--- src/rtl/sha256_pkg.sv ---
`default_nettype none
// ------------------------------------------------------------------
// sha256_pkg: shared widths, constants and padder FSM states
// Rev 1.0
// ------------------------------------------------------------------
package sha256_pkg;

  localparam int WORD_W  = 32;
  localparam int BLOCK_W = 512;
  localparam int LEN_W   = 64;

  localparam logic [WORD_W-1:0] PAD_MARKER = 32'h8000_0000;

  typedef enum logic [1:0] {
    ACC  = 2'd0,
    PAD  = 2'd1,
    LEN  = 2'd2,
    EMIT = 2'd3
  } state_e;

endpackage
`default_nettype wire

--- src/rtl/sha256_byte_mask.sv ---
`default_nettype none
// ------------------------------------------------------------------
// sha256_byte_mask: keeps the left-justified valid bytes of a word,
// places the 0x80 marker right after them and zeroes the rest
// Rev 1.0
// ------------------------------------------------------------------
module sha256_byte_mask
  import sha256_pkg::*;
(
  input  logic [WORD_W-1:0] word_i,
  input  logic [2:0]        nbytes_i,
  output logic [WORD_W-1:0] word_o
);

  always_comb begin
    word_o = '0;
    for (int i = 0; i < 4; i++) begin
      if (3'(i) < nbytes_i) begin
        word_o[WORD_W-1-8*i -: 8] = word_i[WORD_W-1-8*i -: 8];
      end else if (3'(i) == nbytes_i) begin
        word_o[WORD_W-1-8*i -: 8] = 8'h80;
      end
    end
  end

endmodule
`default_nettype wire

--- src/rtl/sha256_padder.sv ---
`default_nettype none
// ------------------------------------------------------------------
// sha256_padder: packs a 32-bit message stream into padded 512-bit blocks
// Rev 1.0
// ------------------------------------------------------------------
module sha256_padder
  import sha256_pkg::*;
(
  input  logic               clk,
  input  logic               reset_n,
  input  logic               in_valid,
  output logic               in_ready,
  input  logic [WORD_W-1:0]  in_data,
  input  logic [2:0]         in_nbytes,
  input  logic               in_last,
  output logic               blk_valid,
  input  logic               blk_ready,
  output logic [BLOCK_W-1:0] blk_data,
  output logic               blk_first,
  output logic               blk_last,
  output logic               busy
);

  state_e            state_q;
  logic [WORD_W-1:0] blk_buf_q [16];
  logic [4:0]        wcnt_q;
  logic [LEN_W-1:0]  len_q;
  logic              first_q;
  logic              done_q;
  logic              mark_pend_q;
  logic              in_ready_q;
  logic              blk_valid_q;
  logic              blk_last_q;

  logic [4:0]        wcnt_d;
  logic [LEN_W-1:0]  len_d;
  logic [WORD_W-1:0] w_masked;
  logic              w_full_beat;

  sha256_byte_mask u_mask (
    .word_i   (in_data),
    .nbytes_i (in_nbytes),
    .word_o   (w_masked)
  );

  assign wcnt_d      = wcnt_q + 5'd1;
  assign len_d       = len_q + {58'd0, in_nbytes, 3'b000};
  assign w_full_beat = (in_nbytes == 3'd4);

  always_ff @(posedge clk or negedge reset_n) begin
    if (!reset_n) begin
      state_q     <= ACC;
      wcnt_q      <= '0;
      len_q       <= '0;
      first_q     <= 1'b1;
      done_q      <= 1'b0;
      mark_pend_q <= 1'b0;
      in_ready_q  <= 1'b1;
      blk_valid_q <= 1'b0;
      blk_last_q  <= 1'b0;
      for (int i = 0; i < 16; i++) blk_buf_q[i] <= '0;
    end else begin
      unique case (state_q)
        ACC: begin
          if (in_valid) begin
            blk_buf_q[wcnt_q[3:0]] <= w_masked;
            wcnt_q <= wcnt_d;
            len_q  <= len_d;
            if (in_last) begin
              done_q      <= 1'b1;
              mark_pend_q <= w_full_beat;
            end
            // A beat filling word 15 completes a block whether or not it is last
            if (wcnt_q == 5'd15) begin
              state_q     <= EMIT;
              in_ready_q  <= 1'b0;
              blk_valid_q <= 1'b1;
              blk_last_q  <= 1'b0;
            end else if (in_last) begin
              in_ready_q <= 1'b0;
              state_q    <= (!w_full_beat && wcnt_d == 5'd14) ? LEN : PAD;
            end
          end
        end
        PAD: begin
          blk_buf_q[wcnt_q[3:0]] <= mark_pend_q ? PAD_MARKER : '0;
          mark_pend_q <= 1'b0;
          wcnt_q      <= wcnt_d;
          if (wcnt_d == 5'd14) begin
            state_q <= LEN;
          end else if (wcnt_d == 5'd16) begin
            state_q     <= EMIT;
            blk_valid_q <= 1'b1;
            blk_last_q  <= 1'b0;
          end
        end
        LEN: begin
          wcnt_q <= wcnt_d;
          if (wcnt_q == 5'd14) begin
            blk_buf_q[14] <= len_q[63:32];
          end else begin
            blk_buf_q[15] <= len_q[31:0];
            state_q       <= EMIT;
            blk_valid_q   <= 1'b1;
            blk_last_q    <= 1'b1;
          end
        end
        EMIT: begin
          if (blk_ready) begin
            blk_valid_q <= 1'b0;
            wcnt_q      <= '0;
            first_q     <= 1'b0;
            if (blk_last_q) begin
              len_q      <= '0;
              done_q     <= 1'b0;
              first_q    <= 1'b1;
              blk_last_q <= 1'b0;
              in_ready_q <= 1'b1;
              state_q    <= ACC;
            end else if (done_q) begin
              state_q <= PAD;
            end else begin
              in_ready_q <= 1'b1;
              state_q    <= ACC;
            end
          end
        end
        default: state_q <= ACC;
      endcase
    end
  end

  for (genvar g = 0; g < 16; g++) begin : g_flat
    assign blk_data[BLOCK_W-1-WORD_W*g -: WORD_W] = blk_buf_q[g];
  end

  assign in_ready  = in_ready_q;
  assign blk_valid = blk_valid_q;
  assign blk_first = first_q;
  assign blk_last  = blk_last_q;
  assign busy      = (state_q != ACC) || (wcnt_q != 5'd0) || (len_q != '0);

endmodule
`default_nettype wire

--- config.mk ---
export PLATFORM = sky130hd
export DESIGN_NAME = sha256_padder
export DESIGN_NICKNAME = d
export VERILOG_FILES = /design/src/rtl/sha256_pkg.sv /design/src/rtl/sha256_byte_mask.sv /design/src/rtl/sha256_padder.sv
export SDC_FILE = /design/constraint.sdc
export NUM_CORES = 1
export LEC_CHECK = 0
export BUFFER_PORTS_ARGS = -buffer_cell sky130_fd_sc_hd__buf_4
export CORE_ASPECT_RATIO = 0.75
export CORE_MARGIN = 1
export CORE_UTILIZATION = 48
export DETAILED_ROUTE_END_ITERATION = 6
export MAX_ROUTING_LAYER = met4
export PLACE_DENSITY = 0.86
export SYNTH_ARGS = -nofsm -noshare
export SYNTH_HDL_FRONTEND = slang
export SYNTH_SLANG_ARGS = --single-unit
--- constraint.sdc ---
create_clock -name clk -period 2.85 [get_ports clk]
set_input_delay 0.1425 -clock clk [delete_from_list [all_inputs] [get_ports clk]]
set_output_delay 0.1425 -clock clk [all_outputs]
set_load 0.01 [all_outputs]
# --- Word level (Yosys, flattened, before mapping) ---
# Cells that the tools add are included.
op_classes:
  n_addsub: 2
  magnitude_cmp: 6
  eq_ne: 23
  mux: 64
  bitwise: 1
  n_reduce_logical: 25
op_table:
  columns: ["operator", "n"]
  rows:
  - ["bitwise mux 512 bit", 2]
  - ["one-hot mux 448 bit (2 select lines)", 1]
  - ["2-to-1 mux 512 bit", 1]
  - ["2-to-1 mux 64 bit", 3]
  - ["one-hot mux 64 bit (3 select lines)", 1]
  - ["demux 32 bit (select 4 bit)", 1]
  - ["2-to-1 mux 32 bit", 4]
  - ["one-hot mux 64 bit (2 select lines)", 1]
  - ["adder 64 x 6 -> 64 bit", 1]
  - ["2-to-1 mux 8 bit", 8]
  - ["nonzero test 64 bit", 1]
  - ["2-to-1 mux 1 bit", 25]
  - ["!= test 2 bit, second input constant", 9]
  - ["2-to-1 mux 2 bit", 8]
  - ["equality test 5 x 4 -> 1 bit, second input constant", 3]
  - ["one-hot mux 5 bit (3 select lines)", 1]
  - ["AND reduction 5 bit", 3]
  - ["2-to-1 mux 5 bit", 2]
  - ["!= test 3 bit, second input constant", 3]
  - ["AND reduction 3 bit", 3]
  - ["one-hot mux 1 bit (4 select lines)", 2]
  - ["one-hot mux 2 bit (4 select lines)", 1]
  - ["equality test 2 x 3 -> 1 bit, first input constant", 2]
  - ["less-than comparator 1 x 3 -> 1 bit, first input constant", 2]
  - ["23 further kinds", 33]
word_totals:
  register_bits: 589
  in_bits: 40
  out_inout_bits: 517
  wordCells: 146

# --- Logic depth before layout (Yosys ltp) ---
# Gate-level depths: netlist of the first run.
logic_depth:
  ltp_word: 8
  ltp_mapped: 10
  ltp_nobuf: 8

# --- Cells and area by module ---
# Synthesis of the first run repeated with hierarchy kept, for this count alone.
unflattened:
  hier_cells: 2397
  hier_area_um2: 23914.2
by_module_without_submodules:
  columns: ["module", "n_inst", "cells_each", "area_each_um2"]
  rows:
  - ["sha256_padder", 1, 2358, 23658.9]
  - ["sha256_byte_mask", 1, 39, 255.2]

# --- Worst setup path after synthesis of the first run ---
# No wires, ideal clock.
synth_timing:
  kind: "reg-to-reg"
  from: "register wcnt_q[0]"
  to: "register blk_last_q (netlist: blk_last)"
  setup_time_ps: 125
  t_arrival_ps: 2741
  required_time_ps: 2725
  slack_ps: -16
  stages_incl_launch_ff: 10
  path_buffers: 1
  synth_period_minus_slack_ps: 2866
  cell_sequence: "dfrtp_1 -> ha_1 -> and3_1 -> clkbuf_1 -> ha_1 -> or4b_2 -> o21ai_0 -> a41o_1 -> and3_1 -> mux2_2"
synth_between:
  elab_chain_len: 4
  elab_cells_between_ends: 10
  classes_between: "add/sub (1); eq/ne (8); reduce/logical (1)"
synth_lines:
  columns: ["element", "line", "source"]
  rows:
  - ["start: declaration", "sha256_padder.sv:26", "logic [4:0] wcnt_q;"]
  - ["start signal: assignment", "sha256_padder.sv:67", "wcnt_q <= wcnt_d;"]
  - ["start signal: assignment", "sha256_padder.sv:88", "wcnt_q <= wcnt_d;"]
  - ["start signal: assignment", "sha256_padder.sv:98", "wcnt_q <= wcnt_d;"]
  - ["adder 5 x 1 -> 5 bit", "sha256_padder.sv:46", "assign wcnt_d = wcnt_q + 5'd1;"]
  - ["equality test 5 bit / equality test 5 x 4 -> 1 bit (equally long branches)", "sha256_padder.sv:91, sha256_padder.sv:89", null]
  - ["!= test 2 bit (no source line)", null, null]
  - ["AND reduction 6 bit (no source line) *", null, null]
  - ["end signal: assignment", "sha256_padder.sv:60", "blk_last_q <= 1'b0;"]
  - ["end signal: assignment", "sha256_padder.sv:94", "blk_last_q <= 1'b0;"]
  - ["end signal: assignment", "sha256_padder.sv:105", "blk_last_q <= 1'b1;"]
  - ["end: declaration", "sha256_padder.sv:33", "logic blk_last_q;"]
# Every way passes the cells marked *; elsewhere a longest branch is shown, timed or not.
# A chain may end at the register's enable or synchronous reset.

# --- Worst setup path after layout of the first run ---
layout_timing:
  from: "register state_q[1]"
  to: "output port busy"
layout_between:
  elab_chain_len: 3
layout_lines:
  columns: ["element", "line", "source"]
  rows:
  - ["start: declaration", "sha256_padder.sv:24", "state_e state_q;"]
  - ["start signal: assignment", "sha256_padder.sv:81", "state_q <= (!w_full_beat && wcnt_d == 5'd14) ? LEN : PAD;"]
  - ["nonzero test 2 bit", "sha256_padder.sv:141", "assign busy = (state_q != ACC) || (wcnt_q != 5'd0) || (len_q != '0);"]
  - ["logical OR 1 bit (2 in series)", "sha256_padder.sv:141", null]
  - ["end: declaration", "sha256_padder.sv:21", "output logic busy"]
# No other way between the ends.

==> results of run 1 <==
[metal layers]
metal,up-vias,GRT usage (%),wire length (µm)
met2,1396,52.15,38770
met1,10420,43.79,32570
li1,9120,-,-
met3,279,8.484,8701
met4,0,15.64,4103
met5,-,-,0
[area by class of cell]
type | count | area, µm²
Clock inverter | 33 | 427.9
Antenna cell | 1 | 2.502
Timing Repair Buffer | 690 | 5535
Clock buffer | 73 | 1575
Multi-Input combinational cell | 1542 | 7923
Tap cell | 639 | 799.5
Inverter | 18 | 67.56
Fill cell | 3534 | 16570
Sequential cell | 586 | 14670
[logic make-up after synthesis]
kind of cell | Yosys count | share of synthesized area (%)
flops | 586 | 63.12
simple gates | 808 | 15.28
fa+ha+maj | 15 | 0.8400
buf+inv | 188 | 3.118
mux | 12 | 0.5600
xor+xnor | 20 | 0.7538
compound gates | 687 | 16.33
[worst paths after layout]
kind	from	end	slack, ns	cells after the start
max	state_q[1]	busy	0.13	8
min	in_data[7]	blk_data[39]	0.02	4
max reg2reg	wcnt_q[0]	blk_last	0.18	8
min reg2reg	blk_data[262]	blk_data[262]	0.48	2
max in group asynchronous	reset_n	blk_data[310]	1.53	3
min in group asynchronous	reset_n	blk_data[406]	0.18	2
[stage by stage]
| stage | area (µm²) | hold WS (ns) |
|---|---|---|
| floorplan | 23240 | -0.1531 |
| global placement | 28630 | 0.2160 |
| detailed placement | 28630 | 0.2274 |
| CTS | 30980 | 0.002002 |
| global route | 30990 | 0.01875 |
| finish | 31000 | 0.02188 |
[registers in the layout, indices dropped and copies added (netlist names)]
| register | cells |
|---|---|
| blk_data | 512 |
| len_q | 61 |
| wcnt_q | 5 |
| state_q | 2 |
| blk_first | 1 |
| blk_last | 1 |
| blk_valid | 1 |
| done_q | 1 |
| in_ready | 1 |
| mark_pend_q | 1 |
[Yosys cell counts, drive strengths merged, types with 2 or more instances]
cell	instances	area, µm²
or3	22	137.6
o2bb2ai	29	254.0
inv	18	67.56
a21oi	46	234.0
xor2	16	140.1
nand3b	2	15.01
o211ai	2	15.01
or4b	2	20.02
a22o	6	52.55
nand4	29	193.9
nor4	28	226.5
nor2	62	232.7
nand2b	8	50.05
ha	14	175.2
clkbuf	160	600.6
and2	6	37.54
a32oi	5	43.79
nor2b	12	75.07
or4	9	67.56
xnor2	4	35.03
buf	10	56.30
nand3	24	130.1
nor4b	2	17.52
dfstp	2	52.55
and4	3	26.28
o31ai	13	97.59
or2	4	25.02
o21ai	522	2613
nor3	14	70.07
and3	10	62.56
mux2i	7	73.82
a22oi	55	412.9
nand2	567	2128
dfrtp	584	14610
mux2	5	56.30
[power by group through the flow]
stage               sequential (W)  clock [W]  combinational, W
floorplan                   0.0134          0           0.00416
global placement            0.0124          0            0.0117
detailed placement          0.0125          0            0.0121
CTS                         0.0125    0.00816            0.0122
global route                0.0128    0.00847            0.0132
finish                      0.0125    0.00809            0.0124
[worst register-to-register path: stages, from the launching register on]
cell,delay (ns)
dfrtp_1,0.39
ha_2,0.19
and3_1,0.19
ha_1,0.28
or4b_2,0.66
o21ai_0,0.17
a41o_1,0.13
and3_1,0.20
mux2_2,0.34
[repair_timing]
| item | CTS | global route |
|---|---|---|
| resized for setup | 1 | 2 |
| hold buffers | 34 | 0 |
| pin swaps | 0 | 1 |
| setup endpoints to repair | 1 | 1 |
| endpoints found under the hold margin | 136 | 0 |
==> flow_metrics.env, run 1 <==
export IMPL_crit_path_start_kind="flip-flop"
export IMPL_nNetsFinal=2949
export IMPL_required_ns=2.71
export IMPL_rows=69
export IMPL_firstDrtPassIters=7
export IMPL_vias_per_cell=5.923
export IMPL_synthCells=2316
export IMPL_final_core_util_pct=65.16
export IMPL_slew_headroom_pct=33.82
export IMPL_synth_edf_count=0
export IMPL_syn_area_mm2=0.02324
export IMPL_period_minus_slack_ns=2.724
export IMPL_ys_flop_type="dfrtp_1"
export IMPL_leakagePower_nw=14.98
export IMPL_p_seq_share_pct=38.0
export IMPL_hold_viol_final=0
export IMPL_cp_top_family="simple AND/OR/NAND/NOR gates"
export IMPL_final_setup_tns_ns=0
export IMPL_layout_common_cells="buf_4, dfrtp_1, nand2_1, o21ai_0, nor2_1"
export IMPL_ys_ff_latch=586
export IMPL_areaGrowthSynthToFinish_pct=33.40
export IMPL_coreArea_mm2=0.04757
export IMPL_swShare_pct=38.10
export IMPL_post_route_cells_drive_above_1_share_pct=27.19
export IMPL_fin_crit_sh_pct=95.59
export IMPL_power_density_mw_per_mm2=1064
export IMPL_grt_pass1_vias=20600
export IMPL_total_power_w=0.03297
export IMPL_crit_type="reg2out"
export IMPL_path_max_fanout=3
export IMPL_antenna_left=0
export IMPL_tightest_slew_ns=0.9927
export IMPL_peakVddDrop_uv=773.6
export IMPL_grt_max_degree=89
export IMPL_fmax_ghz=0.3671
export IMPL_rsz0062_at_grt="no"
export IMPL_ys_types=58
export IMPL_synth_avg_cell_area_um2=10.03
export IMPL_cts_made_buffers=56
export IMPL_setup_slack_ns=0.1258
export IMPL_setup_viol=0
export IMPL_die_h_um=192.5
export IMPL_status="finished, violations left"
export IMPL_p_sw_w=0.01256
export IMPL_route_detailed_drc=8
export IMPL_cts_tree="done"
export IMPL_cp_cell_sequence="inv_1, ha_1, inv_1, nor4_2, nand4_1, nor4_2, nand4_1, buf_4"
export IMPL_clock_path_buffers=3
export IMPL_cts_root_buf="clkbuf_16"
export IMPL_postCtsSetupBuffers=0
export IMPL_clock_sinks=586
export IMPL_cp_slowest_cell="dfrtp_1"
export IMPL_maxSlewViolCount=0
export IMPL_clock_latency_ns=0.61
export IMPL_gr_total_overflow=0
export IMPL_dp_slack_ns=0.2110
export IMPL_critPathArrivalTime_ns=2.58
export IMPL_htreeDepth=2
export IMPL_finalClockSkew_ns=0.01955
export IMPL_hp_class="in2reg"
export IMPL_power_internal_w=0.02040
export IMPL_grt_pass1_wl_um=124500
export IMPL_dieArea_mm2=0.04930
export IMPL_clk_pin_slew_ns=0.06
export IMPL_die_w_um=256.1
export IMPL_start_util_pct=48.85
export IMPL_clkPwrFrac_pct=24.5
export IMPL_num_vias=21220
export IMPL_synth_seq_area_share_pct=63.12
export IMPL_yosys_warnings=0
export IMPL_grt_use_total_pct=34.32
export IMPL_finalNonFillerCells=3582
export IMPL_mostFrequentLayoutCell="buf_4"
export IMPL_ios=557
export IMPL_wl_um=84140
export IMPL_power_frac_comb_pct=37.5
export IMPL_critPathBufInv=3
export IMPL_drv_cap=0
export IMPL_max_stage_delay_ns=0.41
export IMPL_antenna_found_initial=0
export IMPL_drtIter0Drc=2545
export IMPL_routedWlPerCell_um=23.49
export IMPL_dpl_cell_count=3441
export IMPL_postSynth_asyncResetShare_pct=100.0
export IMPL_port_buffers=556
export IMPL_synth_nets=2371
export IMPL_routabilityCongestion=1.011
export IMPL_end_kind="primary output"
export IMPL_violations="design-rule violations"
export IMPL_dp_hpwl_um=58060
(Power assumes the default switching activity.)
==> run 2: changes to the inputs <==
Settings changed: ABC_AREA set to 1, CORE_UTILIZATION 48 to 49.
==> run 2 against run 1 <==
Against the previous run:
- the run now ends clean
- critical path depth fell by 1
- area after synthesis increased by 6.5%
- register-to-register slack improved by 0.14 ns
- critical endpoint unchanged
==> flow_metrics.env, run 2 <==
export IMPL_synthCells=2799
export IMPL_hold_viol_final=0
export IMPL_dp_hpwl_um=70830
export IMPL_synth_most_common_cell="nand2_1"
export IMPL_start_util_pct=50.18
export IMPL_final_setup_tns_ns=0
export IMPL_period_minus_slack_ns=2.633
export IMPL_synth_nets=2854
export IMPL_synth_seq_area_share_pct=59.28
export IMPL_critPathArrivalTime_ns=2.49
export IMPL_cts_resized=0
export IMPL_die_w_um=261.5
export IMPL_drv_cap=0
export IMPL_finalClockSkew_ns=0.02067
export IMPL_r2r_start="state_q[0]"
export IMPL_r2r_cells=10
export IMPL_rows=70
export IMPL_clk_pin_slew_ns=0.07
export IMPL_ys_types=51
export IMPL_reg2reg_slack_ns=0.32
export IMPL_ios=557
export IMPL_status="completed"
export IMPL_worstHoldEndpoint="blk_data[366]"
export IMPL_fin_crit_sh_pct=92.37
export IMPL_synth_avg_cell_area_um2=8.839
export IMPL_largest_reg_flops=512
export IMPL_clock_path_buffers=3
export IMPL_crit_type="reg2out"
export IMPL_htreeDepth=2
export IMPL_synth_edf_count=0
export IMPL_grt_pass1_wl_um=144300
export IMPL_power_density_mw_per_mm2=1113
export IMPL_routedWlPerCell_um=24.23
export IMPL_leakagePower_nw=16.09
export IMPL_num_vias=23500
export IMPL_end_kind="primary output"
export IMPL_tightest_slew_ns=1.022
export IMPL_seqCellArea_mm2=0.01467
export IMPL_p_sw_w=0.01404
export IMPL_slew_headroom_pct=31.44
export IMPL_finalNonFillerCells=4040
export IMPL_cts_root_buf="clkbuf_16"
export IMPL_rr_endpoint="blk_data[356]"
export IMPL_grt_use_total_pct=39.04
export IMPL_hp_class="in2reg"
export IMPL_dieArea_mm2=0.05140
export IMPL_wl_um=97910
export IMPL_power_internal_w=0.02124
export IMPL_yosys_top_cells_area="dfrtp_1, nand2_1, o21ai_0"
export IMPL_antenna_found_initial=3
export IMPL_die_h_um=196.6
export IMPL_design_area_mm2=0.03169
export IMPL_route_detailed_drc=0
export IMPL_cts_made_buffers=53
export IMPL_clock_latency_ns=0.61
export IMPL_fillers=3908
export IMPL_rsz0062_at_grt="no"
export IMPL_clkPwrFrac_pct=22.7
export IMPL_min_from="in_data[14]"
export IMPL_peakVddDrop_uv=725.1
export IMPL_maxSlewViolCount=0
export IMPL_layout_common_cells="nand2_1, buf_4, dfrtp_1, o21ai_0, nor2_1"
export IMPL_yosys_area_top_type="dfrtp_1"
export IMPL_cts_tree="done"
export IMPL_use_met3_pct=10.26
export IMPL_power_frac_comb_pct=39.7
export IMPL_grt_use_met1_pct=53.80
export IMPL_yosys_warnings=0
export IMPL_grt_pass1_vias=22370
export IMPL_vias_per_cell=5.816
export IMPL_path_max_fanout=6
export IMPL_areaGrowthSynthToFinish_pct=28.07
export IMPL_dpl_cell_count=3937
export IMPL_grt_busiest_layer="met1"
export IMPL_postCtsSetupBuffers=0
export IMPL_setup_viol=0
export IMPL_coreArea_mm2=0.04931
export IMPL_yosysTopAreaCellShare_pct=59.07
export IMPL_netlist_top_cells_count="nand2_1, dfrtp_1, o21ai_0"
export IMPL_post_route_cells_drive_above_1_share_pct=23.83
export IMPL_swShare_pct=39.79
export IMPL_nNetsFinal=3404
export IMPL_mostFrequentLayoutCell="nand2_1"
export IMPL_drtIter0Drc=3248
export IMPL_multi_input_comb_area_mm2=0.008763
export IMPL_port_buffers=556
export IMPL_ys_flop_type="dfrtp_1"
export IMPL_met2_usage_pct=53.12
export IMPL_ys_ff_latch=586
export IMPL_p_seq_share_pct=37.5
export IMPL_gr_total_overflow=0
export IMPL_grt_max_degree=90
export IMPL_place_area_mm2=0.02968
export IMPL_crit_path_start_kind="flip-flop"
export IMPL_antenna_left=0
export IMPL_fmax_ghz=0.3799
export IMPL_routabilityCongestion=1.061
export IMPL_syn_area_mm2=0.02474
export IMPL_firstDrtPassIters=7
export IMPL_postSynth_asyncResetShare_pct=100.0
export IMPL_holdBufCountCts=5
export IMPL_hold_depth=3
export IMPL_clock_sinks=586
export IMPL_required_ns=2.71
==> run 2: area by class of cell <==
type,instances,area share [%]
sequential,586,46.29
inverter,156,1.868
timing repair buffer,637,15.47
clock inverter,26,1.437
tap,648,2.559
antenna,2,0.01580
multi-input combinational,1915,27.66
clock buffer,70,4.703
==> run 2: worst max path at each step <==
stage	from	endpoint	slack [ns]
2_1_floorplan	state_q[0]	blk_data[6]	0.96
3_3_place_gp	state_q[0]	blk_data[486]	0.52
3_5_place_dp	state_q[0]	blk_data[385]	0.40
4_1_cts	len_q[14]	busy	0.31
5_1_grt	state_q[0]	blk_data[397]	0.12
6_report	len_q[18]	busy	0.22
==> run 2: routing by layer <==
layer	vias to the layer above	part of all wire, %
li1	10200	-
met3	324	12
met5	-	0
met2	1565	42
met4	0	5.8
met1	11410	41
==> run 2: cells by family after synthesis <==
family                   Yosys count  share of synthesized area, %
AO/OA/AOI/OAI                    607                         13.00
XOR/XNOR                           4                        0.1416
adder cells (fa/ha/maj)           15                        0.7889
buffers and inverters            298                         5.330
flip-flops                       586                         59.28
AND/OR/NAND/NOR                 1289                         21.46
==> run 2: power by group through the flow <==
stage                     clock (W)  combinational (W)  sequential, W
after floorplan                   0            0.00531         0.0141
after global placement            0             0.0133         0.0131
after detailed placement          0             0.0137         0.0132
after CTS                   0.00807             0.0139         0.0132
after global routing        0.00839             0.0150         0.0135
final                       0.00801             0.0140         0.0132
==> run 2: metrics by stage <==
step           power, W  hold WS [ns]  util (%)  setup slack (ns)
2_1_floorplan   0.01938       -0.1531         -            0.9601
3_3_place_gp    0.02647        0.2193     60.20            0.5151
3_5_place_dp    0.02691        0.2189     60.20            0.3998
4_1_cts         0.03508       0.02670     64.25            0.3141
5_1_grt         0.03687       0.05302     64.25            0.1187
6_report        0.03527       0.06485     64.26            0.2175
==> run 2: critical path: stages (launching register included) <==
cell and delay (ns):
dfrtp_1 0.48, nor2_1 0.44, nand3_1 0.12, nor2_1 0.16, nand3_1 0.17, nor3_1 0.18, nand3_1 0.16, buf_4 0.18
